[config.mk]
export PLATFORM = sky130hd
export DESIGN_NAME = pipelined_core_fwd
export DESIGN_NICKNAME = d
export VERILOG_FILES = /design/src/rtl/pipe_core_pkg.sv /design/src/rtl/pipe_regfile.sv /design/src/rtl/pipelined_core_fwd.sv
export SDC_FILE = /design/constraint.sdc
export NUM_CORES = 1
export LEC_CHECK = 0
export ABC_AREA = 1
export BUFFER_PORTS_ARGS = -buffer_cell sky130_fd_sc_hd__buf_2
export CAP_MARGIN = 20
export CORE_MARGIN = 2
export CORE_UTILIZATION = 50
export CTS_CLUSTER_SIZE = 20
export DETAILED_ROUTE_END_ITERATION = 6
export PLACE_DENSITY_LB_ADDON = 0.08
export SLEW_MARGIN = 30
export SYNTH_ARGS = -nofsm -noshare
export SYNTH_HDL_FRONTEND = slang
export SYNTH_HIERARCHICAL = 1
export SYNTH_SLANG_ARGS = --single-unit
[constraint.sdc]
create_clock -name clk -period 4.1 [get_ports clk]
set_input_delay 0.615 -clock clk [delete_from_list [all_inputs] [get_ports clk]]
set_output_delay 0.615 -clock clk [all_outputs]
set_load 0.01 [all_outputs]
[src/rtl/pipe_core_pkg.sv]
// pipe_core_pkg: opcodes, instruction field positions and the decoded ID bundle
// shared by the pipelined core (forwarding option: PIPE_FWD_EN).
package pipe_core_pkg;
   typedef enum logic [1:0] {
      OP_ADD   = 2'b00,
      OP_SUB   = 2'b01,
      OP_LOAD  = 2'b10,
      OP_STORE = 2'b11
   } op_t;

   localparam int OP_LSB  = 14;
   localparam int RS1_LSB = 10;
   localparam int RS2_LSB = 6;
   localparam int RD_LSB  = 2;

   typedef struct packed {
      logic       valid;
      op_t        op;
      logic [3:0] rs1;
      logic [3:0] rs2;
      logic [3:0] rd;
   } dec_t;

   function automatic dec_t decode(input logic v, input logic [15:0] instr);
      return '{valid: v, op: op_t'(instr[OP_LSB +: 2]), rs1: instr[RS1_LSB +: 4],
               rs2: instr[RS2_LSB +: 4], rd: instr[RD_LSB +: 4]};
   endfunction
endpackage

[src/rtl/pipe_regfile.sv]
// pipe_regfile: 16 x DATA_W, 2 read / 1 write, r0 reads zero, same-cycle write-through.
module pipe_regfile #(
   parameter int DATA_W = 16
) (
   input  logic              clk,
   input  logic [3:0]        ra1,
   input  logic [3:0]        ra2,
   output logic [DATA_W-1:0] rd1,
   output logic [DATA_W-1:0] rd2,
   input  logic              we,
   input  logic [3:0]        wa,
   input  logic [DATA_W-1:0] wd
);
   logic [DATA_W-1:0] mem [16];

   always_ff @(posedge clk)
      if (we && wa != 4'd0) mem[wa] <= wd;

   assign rd1 = (ra1 == 4'd0) ? '0 : (we && wa == ra1) ? wd : mem[ra1];
   assign rd2 = (ra2 == 4'd0) ? '0 : (we && wa == ra2) ? wd : mem[ra2];
endmodule

[src/rtl/pipelined_core_fwd.sv]
// pipelined_core_fwd: 4-stage IF/ID/EX/WB integer core with external memories.
// Define PIPE_FWD_EN for WB->EX bypass; otherwise distance-1 RAW hazards interlock.
module pipelined_core_fwd
   import pipe_core_pkg::*;
#(
   parameter int DATA_W  = 16,
   parameter int PC_W    = 8,
   parameter int DADDR_W = 8,
   parameter int CNT_W   = 32
) (
   input  logic               clk,
   input  logic               reset,
   output logic [PC_W-1:0]    imem_addr,
   input  logic [15:0]        imem_rdata,
   input  logic               imem_valid,
   output logic [DADDR_W-1:0] dmem_addr,
   output logic               dmem_re,
   input  logic [DATA_W-1:0]  dmem_rdata,
   output logic               dmem_we,
   output logic [DATA_W-1:0]  dmem_wdata,
   output logic               retire_valid,
   output logic [3:0]         retire_rd,
   output logic [DATA_W-1:0]  retire_data,
   output logic [CNT_W-1:0]   retire_cnt,
   output logic               stall
);
   typedef struct packed {
      dec_t              d;
      logic [DATA_W-1:0] a;
      logic [DATA_W-1:0] b;
   } idex_t;

   typedef struct packed {
      logic              valid;
      op_t               op;
      logic [3:0]        rd;
      logic [DATA_W-1:0] res;
   } exwb_t;

   logic [PC_W-1:0]   pc;
   logic              if_valid;
   logic [15:0]       if_instr;
   dec_t              id;
   idex_t             ex;
   exwb_t             wb;
   logic [DATA_W-1:0] rf_a, rf_b, a, b, sum, ex_res, wb_data;
   logic              wb_we;

   assign imem_addr = pc;
   assign id        = decode(if_valid, if_instr);
   assign wb_we     = wb.valid && wb.op != OP_STORE && wb.rd != 4'd0;
   assign wb_data   = (wb.op == OP_LOAD) ? dmem_rdata : wb.res;

   pipe_regfile #(.DATA_W(DATA_W)) u_rf (
      .clk (clk),
      .ra1 (id.rs1),
      .ra2 (id.rs2),
      .rd1 (rf_a),
      .rd2 (rf_b),
      .we  (wb_we),
      .wa  (wb.rd),
      .wd  (wb_data)
   );

`ifdef PIPE_FWD_EN
   assign a     = (wb_we && wb.rd == ex.d.rs1) ? wb_data : ex.a;
   assign b     = (wb_we && wb.rd == ex.d.rs2) ? wb_data : ex.b;
   assign stall = 1'b0;
`else
   // Distance-2 dependencies are already covered by regfile write-through.
   assign a     = ex.a;
   assign b     = ex.b;
   assign stall = id.valid && ex.d.valid && ex.d.op != OP_STORE && ex.d.rd != 4'd0 &&
                  (id.rs1 == ex.d.rd || id.rs2 == ex.d.rd);
`endif

   // STORE carries its data down to WB so the retire port can report it.
   assign sum          = a + b;
   assign ex_res       = (ex.d.op == OP_SUB) ? a - b : (ex.d.op == OP_STORE) ? b : sum;
   assign dmem_addr    = (ex.d.op == OP_STORE) ? a[DADDR_W-1:0] : sum[DADDR_W-1:0];
   assign dmem_re      = ex.d.valid && ex.d.op == OP_LOAD;
   assign dmem_we      = ex.d.valid && ex.d.op == OP_STORE;
   assign dmem_wdata   = b;
   assign retire_valid = wb.valid;
   assign retire_rd    = (wb.op == OP_STORE) ? 4'd0 : wb.rd;
   assign retire_data  = wb_data;

   always_ff @(posedge clk or posedge reset)
      if (reset) begin
         pc         <= '0;
         if_valid   <= 1'b0;
         if_instr   <= '0;
         ex         <= '0;
         wb         <= '0;
         retire_cnt <= '0;
      end else begin
         if (!stall) begin
            if_valid <= imem_valid;
            if (imem_valid) begin
               if_instr <= imem_rdata;
               pc       <= pc + PC_W'(1);
            end
         end
         if (id.valid && !stall) ex <= '{d: id, a: rf_a, b: rf_b};
         else ex <= '0;
         wb         <= '{valid: ex.d.valid, op: ex.d.op, rd: ex.d.rd, res: ex_res};
         retire_cnt <= retire_cnt + CNT_W'(ex.d.valid);
      end
endmodule

==> reports/results.txt <==
clock-pin slew on the worst setup and hold paths: 0.06 ns
Final #Nets: 2807
Area growth syn-to-layout: 10.60%
Data required, critical path: 3.48 ns
CP peak stage delay: 0.54 ns
post-route setup slack: 0.8066 ns
crit-path max FO: 13
Peak VDD IR: 279.3 uV
ys async rst share: 31.37%
end of the worst register-to-register path: dmem_wdata[8]
clk_lat worst skew: 0.57 ns
reg2reg start: if_instr[6]
vias in the first global route: 17780
Setup crit start kind: register
unrepaired setup endpoints after global routing: no
sw frac: 36.41%
placed insts: 3233
commonest cells after routing, fill and taps aside: nand2_1 (759), nand3_1 (414), inv_1 (379), edfxtp_1 (256), nor2_1 (227)
Tcrit/Tclk final: 80.33%
post-layout min period: 3.293 ns
LEAKAGE: 11.38 nW
Post-synth EDFFs: 256
Hold WC Path Type: in2async
Via density: 5.523
site row count: 75
Routed Antenna Nets: 0
routed length per instance: 20.22 um
Mean Syn Cell Area: 7.973 um2
Seq cells post-synth: 373
Synth Instances: 2662
clock tree buffer depth: 3
IO Port Bufs: 120
fin cells: 3306
antenna diode instance count: 0
width of the die: 210.0 um
largest net degree at the start of global routing: 94
setup bufs post-CTS: 0
total stage count of the critical path: 6
P_int: 7.995 mW
Clk pwr share: 29.4%
Synth warnings: 6
first-pass GRT wire length: 101.5 mm
Final Wtd Congestion: 0.8876
Worst setup EP type: primary output
Vias: 18260
R2R setup slack: 1.20 ns
crit path from: ex[44]
core region area: 0.04195 mm2
critical path cell sequence: nand2_2, clkinv_1, buf_4, or2_2, o21ai_0, buf_2
Starting Density: 50.60%
Setup crit end: dmem_addr[0]
sequential share of power: 40.0%
Final Max Tran Viols: 0
Crit path arrival time: 2.68 ns
clock tree sinks: 373
worst path bufs/invs: 3
Seq/Total Area, Yosys: 50.01%
setup violators final: 0
layout cells sized above 1: 11.06%
MaxCap Viol Count: 0
Top-Level Pins: 123
Cell variety after synth: 42
final hold slack: 0.1957 ns
Die Height: 210.0 um
CP delay by family, top: buffers and inverters
Setup CP Type: reg2out
Gates resized, CTS repair: 0
maximum clock rate: 0.3036 GHz
most common cell after layout, fill and taps aside: nand2_1
dpl hpwl: 42.41 mm
DIE AREA: 0.04411 mm2
TritonCTS Buffers: 41
max_slew headroom: 32.57%
Logic pwr share: 30.6%
outcome: complete, no violations
DRC: 0
Tot Pwr: 12.57 mW
clk root buf: clkbuf_16
CTS Hold Bufs: 0
Cell Area, Synth: 0.02122 mm2
Hold Vio Cnt, Final: 0
filler cell count: 3829
total global routing overflow: 0
GRT Total Usage: 30.52%
Routed WL: 66.86 mm
main flop type after synthesis: edfxtp_1
antenna violations before repair: 0
Worst Skew: 0.02329 ns
Slowest-stage cell, CP: dfrtp_1
Post-Place Setup Slack: 1.286 ns
slew at the pin closest to its max-slew limit: 1.011 ns
drt first pass iters: 6
setup TNS: 0 ns
CTS H-Tree Depth: 2
Pwr Density: 535.7 mW/mm2
TritonCTS clock tree: done
initial drt markers: 2020
R2R cell count: 13
Psw: 4.579 mW
## cell families (layout without fill, tap and decap cells)
| kind of cell | Yosys count | after routing | synth area share, % |
|---|---|---|---|
| xor gates and xnor gates | 47 | 47 | 1.940 |
| buffers and inverters | 537 | 627 | 10.82 |
| other | 1 | 16 | 0.01767 |
| and+or+nand+nor | 1484 | 1484 | 29.81 |
| DFF | 373 | 373 | 50.01 |
| muxes | 16 | 16 | 0.8489 |
| adders and majority gates | 35 | 35 | 2.134 |
| AOI/OAI and AO/OA | 169 | 169 | 4.415 |
## per-stage QoR
step	util, %	instance area (um2)
floorplan	-	21280
global placement	52.78	22140
detailed placement	52.78	22140
CTS	55.96	23470
global route	55.96	23470
finish	55.96	23470
## flip-flops by register name, indices dropped and copies added (netlist names)
name and flops:
u_rf/mem 256, retire_cnt 32, wb 22, a 16, dmem_wdata 16, if_instr 14, imem_addr 8, ex 7
if_valid 1, retire_valid 1
## final cells by class
type,instances,area (um2),share of cell area [%]
multi-input cells,1767,8407,35.81
repair buffers,163,960.9,4.094
clock buffers,57,1201,5.117
well taps,539,674.4,2.873
clock inverters,16,131.4,0.5597
flip-flops and latches,373,10630,45.26
inverters,391,1474,6.279
## per-layer routing
metal	track usage, %	vias up	wire (um)
met1	41.06	8581	27480
met2	50.03	854	31210
met3	3.963	181	5536
met4	13.06	0	2626
li1	-	8644	-
met5	0	-	0
## worst min path at each step
stage | from | endpoint | slack, ns
after global placement | ex[46] | retire_valid | 0.44
after CTS | reset | retire_cnt[0] | 0.21
after global routing | reset | retire_cnt[0] | 0.25
after detailed placement | ex[46] | retire_valid | 0.44
final | reset | if_instr[7] | 0.20
after floorplan | ex[46] | retire_valid | 0.40
## synth_stat cells (4+ instances only)
cell | instances | share of area [%]
o211ai_1 | 29 | 1.0
nand3_2 | 4 | 0.19
o21ai_0 | 63 | 1.5
nand2_2 | 7 | 0.21
or2_2 | 4 | 0.12
nand3_1 | 414 | 9.8
dfrtp_1 | 117 | 14
nor2_1 | 242 | 4.3
nand4_1 | 12 | 0.35
nor3_1 | 13 | 0.31
nand2_1 | 759 | 13
buf_4 | 24 | 0.85
xor2_1 | 28 | 1.2
mux2_2 | 16 | 0.85
a21oi_1 | 60 | 1.4
inv_2 | 8 | 0.14
inv_1 | 382 | 6.8
clkbuf_1 | 27 | 0.48
buf_2 | 80 | 1.9
edfxtp_1 | 256 | 36
nor4_1 | 4 | 0.12
xnor2_1 | 19 | 0.78
buf_6 | 12 | 0.64
nor3_2 | 5 | 0.24
ha_1 | 33 | 1.9
nor2_2 | 11 | 0.32
o21ai_1 | 11 | 0.26
## power by group through the flow
stage          clock (mW)  sequential (mW)  combinational [mW]
2_1_floorplan           0             4.97                2.61
3_3_place_gp            0             5.09                3.79
3_5_place_dp            0             5.10                3.82
4_1_cts              3.75             5.02                3.84
5_1_grt              3.92             5.06                4.28
6_report             3.70             5.02                3.85
Power figures use the tool's default switching activity.
